$ cat config.mk
export PLATFORM = sky130hd
export DESIGN_NAME = branch_commit_flat
export DESIGN_NICKNAME = d
export VERILOG_FILES = /design/src/rtl/branch_commit_pkg.sv /design/src/rtl/branch_commit_if.sv /design/src/rtl/branch_commit_bq_fifo.sv /design/src/rtl/branch_commit.sv /design/src/flat_wrapper.sv
export SDC_FILE = /design/constraint.sdc
export NUM_CORES = 1
export LEC_CHECK = 0
export CAP_MARGIN = 15
export CORE_AREA = 2 2 79 156
export CTS_CLUSTER_SIZE = 30
export DETAILED_ROUTE_END_ITERATION = 12
export DIE_AREA = 0 0 81 158
export MAX_ROUTING_LAYER = met4
export PLACE_DENSITY = 0.82
export SLEW_MARGIN = 25
export SYNTH_ARGS = -nofsm -noshare
export SYNTH_HDL_FRONTEND = slang
export SYNTH_SLANG_ARGS = --single-unit
$ cat constraint.sdc
create_clock -name clk -period 3.45 [get_ports clk]
set_input_delay 0.5175 -clock clk [delete_from_list [all_inputs] [get_ports clk]]
set_output_delay 0.5175 -clock clk [all_outputs]
set_load 0.01 [all_outputs]
$ cat src/rtl/branch_commit_pkg.sv
// Shared types for the branch commit path: field widths, the queued-branch
// record, and the helpers that decide whether a branch was mispredicted.
package branch_commit_pkg;

    localparam int PATTERN_WIDTH  = 8;
    localparam int INST_MEM_WIDTH = 12;

    typedef struct packed {
        logic [PATTERN_WIDTH-1:0]  pattern;
        logic [1:0]                prediction;
        logic [INST_MEM_WIDTH-1:0] target;
        logic [INST_MEM_WIDTH-1:0] fallthrough;
    } bq_entry_t;

    // The predicted direction is the MSB of the 2-bit saturating counter.
    function automatic logic is_mispredict(input logic [1:0] prediction, input logic taken);
        return prediction[1] != taken;
    endfunction

    function automatic logic [INST_MEM_WIDTH-1:0] redirect_addr(input bq_entry_t e, input logic taken);
        return taken ? e.target : e.fallthrough;
    endfunction

endpackage

$ cat src/rtl/branch_commit_if.sv
// Fetch/execute-facing bundle of the branch commit unit.
// The master side is fetch+execute; the slave side is branch_commit.
interface branch_commit_if #(parameter int DEPTH = 4);
    import branch_commit_pkg::*;

    localparam int CW = $clog2(DEPTH) + 1;

    logic                      issue_b;
    logic [PATTERN_WIDTH-1:0]  pattern_in;
    logic [1:0]                prediction_in;
    logic [INST_MEM_WIDTH-1:0] target_in;
    logic [INST_MEM_WIDTH-1:0] fallthrough_in;
    logic                      resolve;
    logic                      resolve_taken;

    logic                      full;
    logic [CW-1:0]             count;
    logic                      commit_b;
    logic [PATTERN_WIDTH-1:0]  pattern_end;
    logic [1:0]                prediction_end;
    logic                      failure;
    logic                      flush;
    logic [INST_MEM_WIDTH-1:0] addr_on_failure;
    logic                      err;

    modport master (
        output issue_b, pattern_in, prediction_in, target_in, fallthrough_in,
               resolve, resolve_taken,
        input  full, count, commit_b, pattern_end, prediction_end, failure,
               flush, addr_on_failure, err
    );

    modport slave (
        input  issue_b, pattern_in, prediction_in, target_in, fallthrough_in,
               resolve, resolve_taken,
        output full, count, commit_b, pattern_end, prediction_end, failure,
               flush, addr_on_failure, err
    );

endinterface

$ cat src/rtl/branch_commit_bq_fifo.sv
// In-order branch queue: DEPTH-entry distributed-RAM FIFO with a clear-all
// input that empties it in one cycle (clear also swallows a same-cycle push).
module bq_fifo
    import branch_commit_pkg::*;
#(
    parameter int DEPTH = 4,
    localparam int AW = $clog2(DEPTH),
    localparam int CW = AW + 1
) (
    input  logic          clk,
    input  logic          rst_n,
    input  logic          i_clear,
    input  logic          i_push,
    input  logic          i_pop,
    input  bq_entry_t     i_wdata,
    output bq_entry_t     o_rdata,
    output logic [CW-1:0] o_count,
    output logic          o_full
);

    bq_entry_t     r_mem [DEPTH];
    logic [AW-1:0] r_wr_ptr;
    logic [AW-1:0] r_rd_ptr;
    logic [CW-1:0] r_count;

    logic w_full;
    logic w_do_pop;
    logic w_do_push;

    assign w_full    = (r_count == CW'(DEPTH));
    assign w_do_pop  = i_pop && (r_count != '0);
    // A simultaneous pop frees the slot, so a full queue still accepts the push.
    assign w_do_push = i_push && (!w_full || w_do_pop);

    always_ff @(posedge clk) begin
        if (!rst_n || i_clear) begin
            r_wr_ptr <= '0;
            r_rd_ptr <= '0;
            r_count  <= '0;
        end else begin
            if (w_do_push) r_wr_ptr <= r_wr_ptr + 1'b1;
            if (w_do_pop)  r_rd_ptr <= r_rd_ptr + 1'b1;
            r_count <= r_count + CW'(w_do_push) - CW'(w_do_pop);
        end
    end

    always_ff @(posedge clk) begin
        if (w_do_push && !i_clear) r_mem[r_wr_ptr] <= i_wdata;
    end

    assign o_rdata = r_mem[r_rd_ptr];
    assign o_count = r_count;
    assign o_full  = w_full;

endmodule

$ cat src/rtl/branch_commit.sv
// Branch commit unit: queues fetched conditional branches, retires them in
// order on resolve, and raises commit/flush strobes for the predictor and fetch.
module branch_commit
    import branch_commit_pkg::*;
#(
    parameter int DEPTH = 4
) (
    input  logic           clk,
    input  logic           rst_n,
    branch_commit_if.slave bus
);

    localparam int CW = $clog2(DEPTH) + 1;

    bq_entry_t     w_entry;
    bq_entry_t     w_head;
    logic [CW-1:0] w_count;
    logic          w_full;
    logic          w_resolve_ok;
    logic          w_mispredict;
    logic          w_proto_err;

    logic                      r_commit;
    logic                      r_failure;
    logic                      r_flush;
    logic                      r_err;
    logic [PATTERN_WIDTH-1:0]  r_pattern_end;
    logic [1:0]                r_prediction_end;
    logic [INST_MEM_WIDTH-1:0] r_addr_on_failure;

    assign w_entry = '{pattern:     bus.pattern_in,
                       prediction:  bus.prediction_in,
                       target:      bus.target_in,
                       fallthrough: bus.fallthrough_in};

    // Resolve sees the queue as it was before this cycle's issue.
    assign w_resolve_ok = bus.resolve && (w_count != '0);
    assign w_mispredict = w_resolve_ok && is_mispredict(w_head.prediction, bus.resolve_taken);
    assign w_proto_err  = (bus.resolve && (w_count == '0)) ||
                          (bus.issue_b && w_full && !w_resolve_ok);

    bq_fifo #(.DEPTH(DEPTH)) u_bq_fifo (
        .clk     (clk),
        .rst_n   (rst_n),
        .i_clear (w_mispredict),
        .i_push  (bus.issue_b),
        .i_pop   (w_resolve_ok),
        .i_wdata (w_entry),
        .o_rdata (w_head),
        .o_count (w_count),
        .o_full  (w_full)
    );

    always_ff @(posedge clk) begin
        if (!rst_n) begin
            r_commit          <= 1'b0;
            r_failure         <= 1'b0;
            r_flush           <= 1'b0;
            r_err             <= 1'b0;
            r_pattern_end     <= '0;
            r_prediction_end  <= '0;
            r_addr_on_failure <= '0;
        end else begin
            r_commit  <= w_resolve_ok;
            r_failure <= w_mispredict;
            r_flush   <= w_mispredict;
            if (w_proto_err) r_err <= 1'b1;
            if (w_resolve_ok) begin
                r_pattern_end    <= w_head.pattern;
                r_prediction_end <= w_head.prediction;
            end
            if (w_mispredict) r_addr_on_failure <= redirect_addr(w_head, bus.resolve_taken);
        end
    end

    assign bus.full            = w_full;
    assign bus.count           = w_count;
    assign bus.commit_b        = r_commit;
    assign bus.failure         = r_failure;
    assign bus.flush           = r_flush;
    assign bus.err             = r_err;
    assign bus.pattern_end     = r_pattern_end;
    assign bus.prediction_end  = r_prediction_end;
    assign bus.addr_on_failure = r_addr_on_failure;

endmodule
$ cat src/flat_wrapper.sv
// flat-port wrapper written by rule: the top's interface ports become plain ports
module branch_commit_flat import branch_commit_pkg::*;
#(
    parameter int DEPTH = 4
)
  (clk, rst_n, bus_issue_b, bus_pattern_in, bus_prediction_in, bus_target_in, bus_fallthrough_in, bus_resolve, bus_resolve_taken, bus_full, bus_count, bus_commit_b, bus_pattern_end, bus_prediction_end, bus_failure, bus_flush, bus_addr_on_failure, bus_err);
  branch_commit_if #(.DEPTH(DEPTH)) bus_i ();
  input  logic clk;
  input  logic rst_n;
  input wire logic [$bits(bus_i.issue_b)-1:0] bus_issue_b;
  input wire logic [$bits(bus_i.pattern_in)-1:0] bus_pattern_in;
  input wire logic [$bits(bus_i.prediction_in)-1:0] bus_prediction_in;
  input wire logic [$bits(bus_i.target_in)-1:0] bus_target_in;
  input wire logic [$bits(bus_i.fallthrough_in)-1:0] bus_fallthrough_in;
  input wire logic [$bits(bus_i.resolve)-1:0] bus_resolve;
  input wire logic [$bits(bus_i.resolve_taken)-1:0] bus_resolve_taken;
  output wire logic [$bits(bus_i.full)-1:0] bus_full;
  output wire logic [$bits(bus_i.count)-1:0] bus_count;
  output wire logic [$bits(bus_i.commit_b)-1:0] bus_commit_b;
  output wire logic [$bits(bus_i.pattern_end)-1:0] bus_pattern_end;
  output wire logic [$bits(bus_i.prediction_end)-1:0] bus_prediction_end;
  output wire logic [$bits(bus_i.failure)-1:0] bus_failure;
  output wire logic [$bits(bus_i.flush)-1:0] bus_flush;
  output wire logic [$bits(bus_i.addr_on_failure)-1:0] bus_addr_on_failure;
  output wire logic [$bits(bus_i.err)-1:0] bus_err;
  assign bus_i.issue_b = bus_issue_b;
  assign bus_i.pattern_in = bus_pattern_in;
  assign bus_i.prediction_in = bus_prediction_in;
  assign bus_i.target_in = bus_target_in;
  assign bus_i.fallthrough_in = bus_fallthrough_in;
  assign bus_i.resolve = bus_resolve;
  assign bus_i.resolve_taken = bus_resolve_taken;
  assign bus_full = bus_i.full;
  assign bus_count = bus_i.count;
  assign bus_commit_b = bus_i.commit_b;
  assign bus_pattern_end = bus_i.pattern_end;
  assign bus_prediction_end = bus_i.prediction_end;
  assign bus_failure = bus_i.failure;
  assign bus_flush = bus_i.flush;
  assign bus_addr_on_failure = bus_i.addr_on_failure;
  assign bus_err = bus_i.err;
  branch_commit #(.DEPTH(DEPTH)) u_core (.clk(clk), .rst_n(rst_n), .bus(bus_i));
endmodule
==> results of run 1 <==
==> registers in the layout (all words and copies together), names as in the netlist, named ones only <==
name / cells
u_core.bus.pattern_end: 8
u_core.u_bq_fifo.r_wr_ptr: 2
u_core.bus.err: 1
u_core.u_bq_fifo.r_mem: 136
u_core.bus.addr_on_failure: 12
u_core.bus.prediction_end: 2
u_core.u_bq_fifo.o_count: 3
u_core.bus.failure: 1
u_core.bus.commit_b: 1
u_core.u_bq_fifo.r_rd_ptr: 2
==> cells by family after synthesis <==
family / Yosys count / share of synthesized area (%)
flip-flops: 170 / 75.0
buffers and inverters: 22 / 1.75
AO/OA/AOI/OAI: 31 / 4.33
AND/OR/NAND/NOR: 39 / 2.62
XOR/XNOR: 6 / 0.945
multiplexers: 47 / 14.1
adder cells (fa/ha/maj): 6 / 1.30
==> area by class of cell <==
cell class | count | share of cell area (%)
well taps | 145 | 2.32
inverters | 5 | 0.240
repair buffers | 77 | 9.89
clock buffers | 24 | 6.03
clock inverters | 8 | 1.54
flip-flops and latches | 170 | 61.0
multi-input cells | 129 | 19.0
==> worst max path at each step <==
stage | from | end | slack, ns | cells after the start
floorplan | flip-flop | u_core.u_bq_fifo.r_mem[0][0] | 0.81 | 5
global placement | bus_resolve | u_core.u_bq_fifo.o_count[2] | 0.78 | 11
detailed placement | bus_resolve | u_core.u_bq_fifo.o_count[2] | 0.60 | 11
CTS | flip-flop | u_core.u_bq_fifo.r_mem[2][26] | 1.0 | 5
global route | flip-flop | u_core.u_bq_fifo.r_mem[3][27] | 0.91 | 5
finish | flip-flop | u_core.u_bq_fifo.r_mem[2][6] | 1.01 | 5
==> critical path, stage by stage (launching register included) <==
cell and delay [ns]:
dfxtp_2 0.36, mux4_2 0.55, xor2_2 0.21, a21oi_1 0.30, and2_2 0.19, buf_4 0.43
==> layer usage <==
metal  global-route usage, %  vias to the layer above  share of wire (%)
met3                    5.25                       31                4.0
met1                    21.6                     1673                 36
met5                       -                        -                  0
met4                    9.12                        0                2.5
met2                    37.7                      101                 58
li1                        -                     1427                  -
==> power groups by stage <==
stage	logic, W	registers (W)	clock network, W
floorplan	0.000845	0.00271	0
global placement	0.00131	0.00269	0
detailed placement	0.00136	0.00271	0
CTS	0.00138	0.00267	0.00191
global route	0.00146	0.00270	0.00199
finish	0.00135	0.00267	0.00189
==> cell usage after synthesis (all sizes together) <==
library cell,number
xnor2,4
dfxtp,34
fa,1
a21oi,1
buf,10
o31ai,1
a21bo,1
a211oi,1
mux4,34
o2bb2ai,12
o31a,1
a21boi,11
and2,6
clkbuf,7
o21bai,1
o21a,1
inv,5
o41ai,1
ha,5
xor2,2
nand2,23
edfxtp,136
nand3b,1
nor3,1
nor2,8
mux2i,13
==> per-stage QoR <==
step | hold WS (ns) | power [W] | area, um2
floorplan | 0.485 | 0.00356 | 6360
global placement | 0.450 | 0.00400 | 7220
detailed placement | 0.458 | 0.00407 | 7220
CTS | 0.470 | 0.00596 | 7820
global route | 0.488 | 0.00615 | 7820
finish | 0.466 | 0.00591 | 7820
==> results.md, run 1 <==
- Critical path fanouts, max: 34
- Final Util: 67.2%
- Hold Buf Count CTS: 0
- Routability cong.: 0.744
- Slew Limit Headroom: 51.6%
- Clk Latency, worst-skew pair: 0.41 ns
- Vias in the first global route: 3492
- Routed WL: 12200 um
- Max Buffers Root-to-Sink: 2
- Leak pwr: 2.58 nW
- Net Sw Frac: 25.6%
- Setup TNS: 0 ns
- Per-cell routed wire length: 21.8 um
- FMAX: 0.411 GHz
- Count of cell types in the netlist: 32
- Clock network fraction of total power: 31.9%
- R2R cell count: 5
- RSZ-0062 raised after global routing: false
- Largest net degree at the start of global routing: 35
- CTS sink cnt: 170
- Tmin final: 2.44 ns
- Dpl cells: 526
- Initial DRC count: 203
- CTS tree: done
- Fraction of layout cells with a size suffix above 1: 19.4%
- Pins over their slew limit: 0
- Layout Nets: 445
- Post-DRT Antenna Nets: 0
- Residual DRC: 0
- Initial antenna violation count: 0
- Setup crit end kind: flip-flop
- Footprint of the multi-input gates: 1490 um2
- Yosys top cell area share: 64.3%
- Die H: 158 um
- Routed via count: 3232
- Most common cell after layout, fill and taps aside: edfxtp_1
- Sequential element share of the synthesized area: 75.0%
- CP Data Required Time: 3.50 ns
- Grt ovf: 0
- Post-DP HPWL: 7370 um
- Initial core utilization: 54.6%
- DR pass1 iterations: 4
- Main area contributors after synthesis: edfxtp_1 64%, mux4_2 12%, dfxtp_1 11%
- Cell area after synthesis: 6360 um2
- Seq cells post-synth: 170
- PortBufs: 68
- Post-synth top area cell: edfxtp_1
- Worst-Margin Slew: 0.725 ns
- Switching pwr: 0.00152 W
- # rows: 56
- Syn Nets: 366
- First-pass GRT wire length: 18600 um
- Reg-to-Reg End: u_core.u_bq_fifo.r_mem[2][6]
- Worst-path clk slew: 0.06 ns
- Critical hold path startpoint: u_core.bus.prediction_end[0]
- Io pins: 69
- Post-Synthesis Cells: 321
- CP startpoint kind: flip-flop
- Most frequent cells in the layout: 136 x edfxtp_1, 68 x clkdlybuf4s50_1, 34 x mux4_2, 33 x dfxtp_1, 23 x nand2_1
- Root Driver: clkbuf_16
- Final WS setup: 1.01 ns
- Final non-filler cell total: 558
- Final setup viols: 0
- Tcrit/Tclk final: 70.6%
- WS Path Type: reg2reg
- Worst Skew: 0.00837 ns
- Core area: 11600 um2
- Hold WC Path Type: reg2reg
- Arrival time worst endpoint: 2.48 ns
- # fillers: 752
- N_diodes: 0
- Layout area overhead: 23.0%
- Status: complete, no violations
- H-tree levels: 4
- PwrDens: 757 nW/um2
- Yosys warns: 0
- Seq pwr share: 45.2%
- Mean Syn Cell Area: 19.8 um2
- R2R Setup Slk: 1.01 ns
- GRT Total Usage: 21.2%
- Final hold viol count: 0
- Cell count of the worst hold path: 2
- Post-CTS setup buffers: 0
- Max_cap viols: 0
- Via density per instance: 5.79
- VDD IR max: 0.000558 V
- Combinational Power Share: 22.8%
- CTS resizes: 0
- Min-Delay Endpoint: u_core.bus.prediction_end[0]
- Pre-CTS setup slack: 0.599 ns
- Die ar.: 12800 um2
- Chip width: 81 um
- Internal Power: 0.00440 W
- TritonCTS Buffers: 17
- Reg area: 4770 um2
No activity file was read; power rests on OpenSTA's default activity.
==> run 2, diff against run 1 <==
==> constraint.sdc (replaced) <==
create_clock -name clk -period 2.4 [get_ports clk]
set_input_delay 0.36 -clock clk [delete_from_list [all_inputs] [get_ports clk]]
set_output_delay 0.36 -clock clk [all_outputs]
set_load 0.01 [all_outputs]
==> results.md, run 2 (synthesis gave the netlist of run 1 again) <==
- Net Sw Frac: 26.5%
- Initial antenna violation count: 0
- First-pass GRT wire length: 18400 um
- H-tree levels: 4
- Max reg flops: 136
- CTS sink cnt: 170
- Routed WL: 11900 um
- Hold Buf Count CTS: 0
- Slew Limit Headroom: 55.7%
- Seq pwr share: 45.0%
- Post-CTS setup buffers: 0
- Via density per instance: 5.63
- CTS tree: done
- CP startpoint kind: flip-flop
- Hold WC Path Type: reg2reg
- Internal Power: 0.00625 W
- Worst Skew: 0.00837 ns
- Pins over their slew limit: 0
- # rows: 56
- Io pins: 69
- M1 GR Usage: 23.4%
- RR Startpoint: u_core.u_bq_fifo.r_mem[3][25]
- Setup crit end kind: flip-flop
- Critical path fanouts, max: 20
- Cell count of the worst hold path: 1
- CP Data Required Time: 2.52 ns
- Most common cell after layout, fill and taps aside: edfxtp_1
- Grt ovf: 0
- Clk Latency, worst-skew pair: 0.42 ns
- Met2 usage: 36.2%
- # fillers: 759
- Crit-path cells: mux4_2 > xor2_2 > a21oi_1 > and2_2 > buf_12
- Vias in the first global route: 3376
- Worst-path clk slew: 0.06 ns
- TritonCTS Buffers: 17
- Final Cell Area: 7940 um2
- Max Buffers Root-to-Sink: 2
- Most flops, register: u_core.u_bq_fifo.r_mem
- GRT Total Usage: 21.2%
- Chip width: 81 um
- Fraction of layout cells with a size suffix above 1: 21.8%
- Root Driver: clkbuf_16
- Largest net degree at the start of global routing: 34
- R2R cell count: 5
- Switching pwr: 0.00225 W
- N_diodes: 0
- Largest stage delay on the critical path: 0.54 ns
- Initial DRC count: 222
- Die ar.: 12800 um2
- PwrDens: 1070 nW/um2
- Tcrit/Tclk final: 92.1%
- Busiest grt layer: met2
- Die H: 158 um
- Clock network fraction of total power: 31.4%
- Final setup viols: 0
- Layout Nets: 454
- Final hold viol count: 0
- Area post-placement: 7350 um2
- Final non-filler cell total: 567
- Met3 Use GR: 4.45%
- Routability cong.: 0.729
- DR pass1 iterations: 4
- Final total power: 0.00851 W
- WP depth: 5
- PortBufs: 68
- VDD IR max: 0.000701 V
- Post-DRT Antenna Nets: 0
- Status: complete, no violations
- Dpl cells: 535
- Core area: 11600 um2
- Residual DRC: 0
- Critical hold path startpoint: u_core.bus.addr_on_failure[4]
- WS Path Type: reg2reg
- Post-DP HPWL: 7310 um
- Tmin final: 2.21 ns
- Slowest cell on crit path: mux4_2
- Most frequent cells in the layout: 136 x edfxtp_1, 68 x clkdlybuf4s50_1, 34 x mux4_2, 33 x dfxtp_1, 23 x nand2_1
- Setup crit start: u_core.u_bq_fifo.r_mem[3][25]
- Layout area overhead: 24.9%
- Arrival time worst endpoint: 2.33 ns
- Worst-Margin Slew: 0.664 ns
- Delay-heaviest family, CP: multiplexers
- Per-cell routed wire length: 21.1 um
- FMAX: 0.452 GHz
- RSZ-0062 raised after global routing: false
- Leak pwr: 2.64 nW
- Combinational Power Share: 23.5%
- Max_cap viols: 0
- Setup TNS: 0 ns
- Bufs and invs on worst path: 1
- Routed via count: 3194
- CTS resizes: 0
- Initial core utilization: 54.6%
==> run 2: cell count changes in the layout (fill, tap and decap cells not counted) <==
| cell | delta |
|---|---|
| buf_4 | +4 |
| clkbuf_8 | -1 |
| clkbuf_1 | -5 |
| bufinv_16 | -1 |
| clkinv_1 | +2 |
| inv_8 | +1 |
| inv_6 | +2 |
| clkinvlp_4 | -1 |
| buf_12 | +5 |
| clkinv_4 | +3 |
==> run 2: worst reg2reg max path: cells and delay by family, from the launching register on <==
family,cells,cell delay [ns]
multiplexers,1,0.54
AO/OA/AOI/OAI,1,0.31
flip-flops,1,0.39
buffers and inverters,1,0.19
XOR/XNOR,1,0.21
AND/OR/NAND/NOR,1,0.28
==> run 2: area by class of cell <==
cell class	count	area [um2]	share of cell area [%]
clock buffers	18	439	5.53
flip-flops and latches	170	4770	60.0
well taps	145	181	2.29
clock inverters	14	145	1.83
inverters	5	18.8	0.236
multi-input cells	129	1490	18.7
repair buffers	86	903	11.4
==> run 2: routing by layer <==
layer / up-vias / share of wire [%]
met4: 0 / 2.6
met1: 1641 / 37
li1: 1437 / -
met3: 23 / 4.2
met2: 93 / 56
met5: - / 0
==> run 2: path summary, 6_finish.rpt <==
path / slack [ns] / end
setup reg to reg: 0.19 / u_core.u_bq_fifo.r_mem[1][12]
hold / removal: 0.46 / u_core.bus.addr_on_failure[4]
hold reg to reg: 0.46 / u_core.bus.addr_on_failure[4]
setup / recovery: 0.19 / u_core.u_bq_fifo.r_mem[1][12]
==> run 2: through the flow <==
step	util (%)	worst slack, ns	hold WS (ns)
final	68.3	0.189	0.460
after global routing	68.3	0.0520	0.479
after CTS	68.3	0.154	0.466
after detailed placement	63.2	0.00115	0.445
after global placement	63.2	0.107	0.443
after floorplan	-	0.115	0.459
==> run 2: power groups by stage <==
stage               registers, W  logic [W]  clock network [W]
global placement         0.00385    0.00197                  0
detailed placement       0.00388    0.00201                  0
global route             0.00386    0.00219            0.00283
floorplan                0.00389    0.00122                  0
finish                   0.00383    0.00200            0.00267
CTS                      0.00383    0.00205            0.00271
==> run 3, diff against run 2 <==
--- a/config.mk
+++ b/config.mk
@@ -12,7 +12,9 @@
 export DIE_AREA = 0 0 81 158
 export MAX_ROUTING_LAYER = met4
 export PLACE_DENSITY = 0.82
+export RECOVER_POWER = 25
 export SLEW_MARGIN = 25
 export SYNTH_ARGS = -nofsm -noshare
 export SYNTH_HDL_FRONTEND = slang
 export SYNTH_SLANG_ARGS = --single-unit
+export TNS_END_PERCENT = 30
==> results.md, run 3 (synthesis gave the netlist of run 1 again) <==
- Status: complete, no violations
- PwrDens: 1090 nW/um2
- Initial core utilization: 54.6%
- Max reg flops: 136
- Slowest cell on crit path: mux4_2
- Per-cell routed wire length: 21.3 um
- Chip width: 81 um
- Setup TNS: 0 ns
- Io pins: 69
- Arrival time worst endpoint: 2.32 ns
- Via density per instance: 5.71
- Pins over their slew limit: 0
- Clock network fraction of total power: 33.2%
- Most common cell after layout, fill and taps aside: edfxtp_1
- CP Data Required Time: 2.51 ns
- Dpl cells: 534
- Most frequent cells in the layout: 136 x edfxtp_1, 46 x clkdlybuf4s50_1, 34 x mux4_2, 33 x dfxtp_1, 23 x nand2_1
- Die H: 158 um
- CTS resizes: 0
- Final Util: 68.4%
- Slew Limit Headroom: 57.0%
- Layout area overhead: 25.1%
- Post-DRT Antenna Nets: 0
- First-pass GRT wire length: 18500 um
- PortBufs: 68
- Vias in the first global route: 3445
- Hold Buf Count CTS: 0
- Setup crit end kind: flip-flop
- N_diodes: 0
- Delay-heaviest family, CP: multiplexers
- Footprint of the multi-input gates: 1490 um2
- Max Buffers Root-to-Sink: 2
- Leak pwr: 2.65 nW
- Combinational Power Share: 22.8%
- Area post-placement: 7320 um2
- Post-CTS setup buffers: 0
- CTS tree: done
- Final Cell Area: 7950 um2
- FMAX: 0.452 GHz
- Worst-path clk slew: 0.06 ns
- Crit-path cells: mux4_2 > xor2_2 > a21oi_1 > and2_2 > buf_4
- Final setup viols: 0
- H-tree levels: 4
- Seq pwr share: 44.1%
- R2R Setup Slk: 0.19 ns
- Worst Skew: 0.00811 ns
- Fraction of layout cells with a size suffix above 1: 20.9%
- Worst-Margin Slew: 0.644 ns
- VDD IR max: 0.000706 V
- CTS sink cnt: 170
- Clk Latency, worst-skew pair: 0.42 ns
- Die ar.: 12800 um2
- Reg area: 4770 um2
- Initial antenna violation count: 0
- Final hold viol count: 0
- Root Driver: clkbuf_16
- Most flops, register: u_core.u_bq_fifo.r_mem
- RSZ-0062 raised after global routing: false
- R2R cell count: 5
- Max_cap viols: 0
- Routed WL: 12100 um
- Cell count of the worst hold path: 2
- Layout Nets: 453
- Routed via count: 3230
- # fillers: 762
- Critical path fanouts, max: 13
- Switching pwr: 0.00219 W
- WP depth: 5
- Routability cong.: 0.771
- Largest net degree at the start of global routing: 34
- TritonCTS Buffers: 17
- GRT Total Usage: 21.3%
- Final non-filler cell total: 566
- DR pass1 iterations: 4
- WS Path Type: reg2reg
- Net Sw Frac: 25.2%
- Grt ovf: 0
- Largest stage delay on the critical path: 0.51 ns
- Post-DP HPWL: 7540 um
- Tcrit/Tclk final: 92.3%
- CP startpoint kind: flip-flop
- Residual DRC: 0
- # rows: 56
- Initial DRC count: 234
- Bufs and invs on worst path: 1
- Tmin final: 2.21 ns
- Hold WC Path Type: reg2reg
- Internal Power: 0.00651 W
- Core area: 11600 um2
run 3: cell types whose count changed in the layout (fill, tap and decap cells not counted), moves of 2 or more:
cell             delta
bufinv_16           +3
clkbuf_1            +2
clkinv_2            -3
dlygate4sd3_1      +22
buf_12              -2
clkdlybuf4s50_1    -22
clkinv_4            -2
run 3: worst paths after layout:
check                           startpoint                            end
max          u_core.u_bq_fifo.r_mem[2][25]  u_core.u_bq_fifo.r_mem[3][19]
min           u_core.bus.prediction_end[0]   u_core.bus.prediction_end[0]
max reg2reg  u_core.u_bq_fifo.r_mem[2][25]  u_core.u_bq_fifo.r_mem[3][19]
min reg2reg   u_core.bus.prediction_end[0]   u_core.bus.prediction_end[0]
run 3: worst min-delay path, delay by kind of cell (launching register included):
kind | cells | cell delay [ns]
AOI/OAI and AO/OA | 1 | 0.06
DFF | 1 | 0.31
and+or+nand+nor | 1 | 0.04
run 3: metrics by stage:
step	setup slack, ns	hold WS (ns)	total power, W
after global routing	0.109	0.480	0.00906
final	0.185	0.462	0.00870
after global placement	0.102	0.447	0.00581
after detailed placement	0.00259	0.450	0.00588
after CTS	0.194	0.463	0.00879
after floorplan	-0.239	0.459	0.00511
run 3: routing by layer:
layer | part of all wire (%) | up-vias | track usage, %
met5 | 0 | - | -
met4 | 2.3 | 0 | 9.20
met3 | 4.4 | 20 | 5.36
met2 | 56 | 115 | 36.4
met1 | 37 | 1653 | 23.1
li1 | - | 1442 | -
run 3: layout make-up:
cell class	count	share of cell area, %
multi-input combinational	129	18.7
tap	145	2.28
sequential	170	59.9
timing repair buffer	85	10.9
inverter	5	0.236
clock buffer	19	5.44
clock inverter	13	2.50
run 3: power by group through the flow:
| stage | Combinational [W] | Sequential (W) | Clock (W) |
|---|---|---|---|
| final | 0.00198 | 0.00383 | 0.00288 |
| after global routing | 0.00216 | 0.00387 | 0.00303 |
| after CTS | 0.00203 | 0.00384 | 0.00292 |
| after detailed placement | 0.00199 | 0.00389 | 0 |
| after global placement | 0.00196 | 0.00385 | 0 |
| after floorplan | 0.00122 | 0.00390 | 0 |
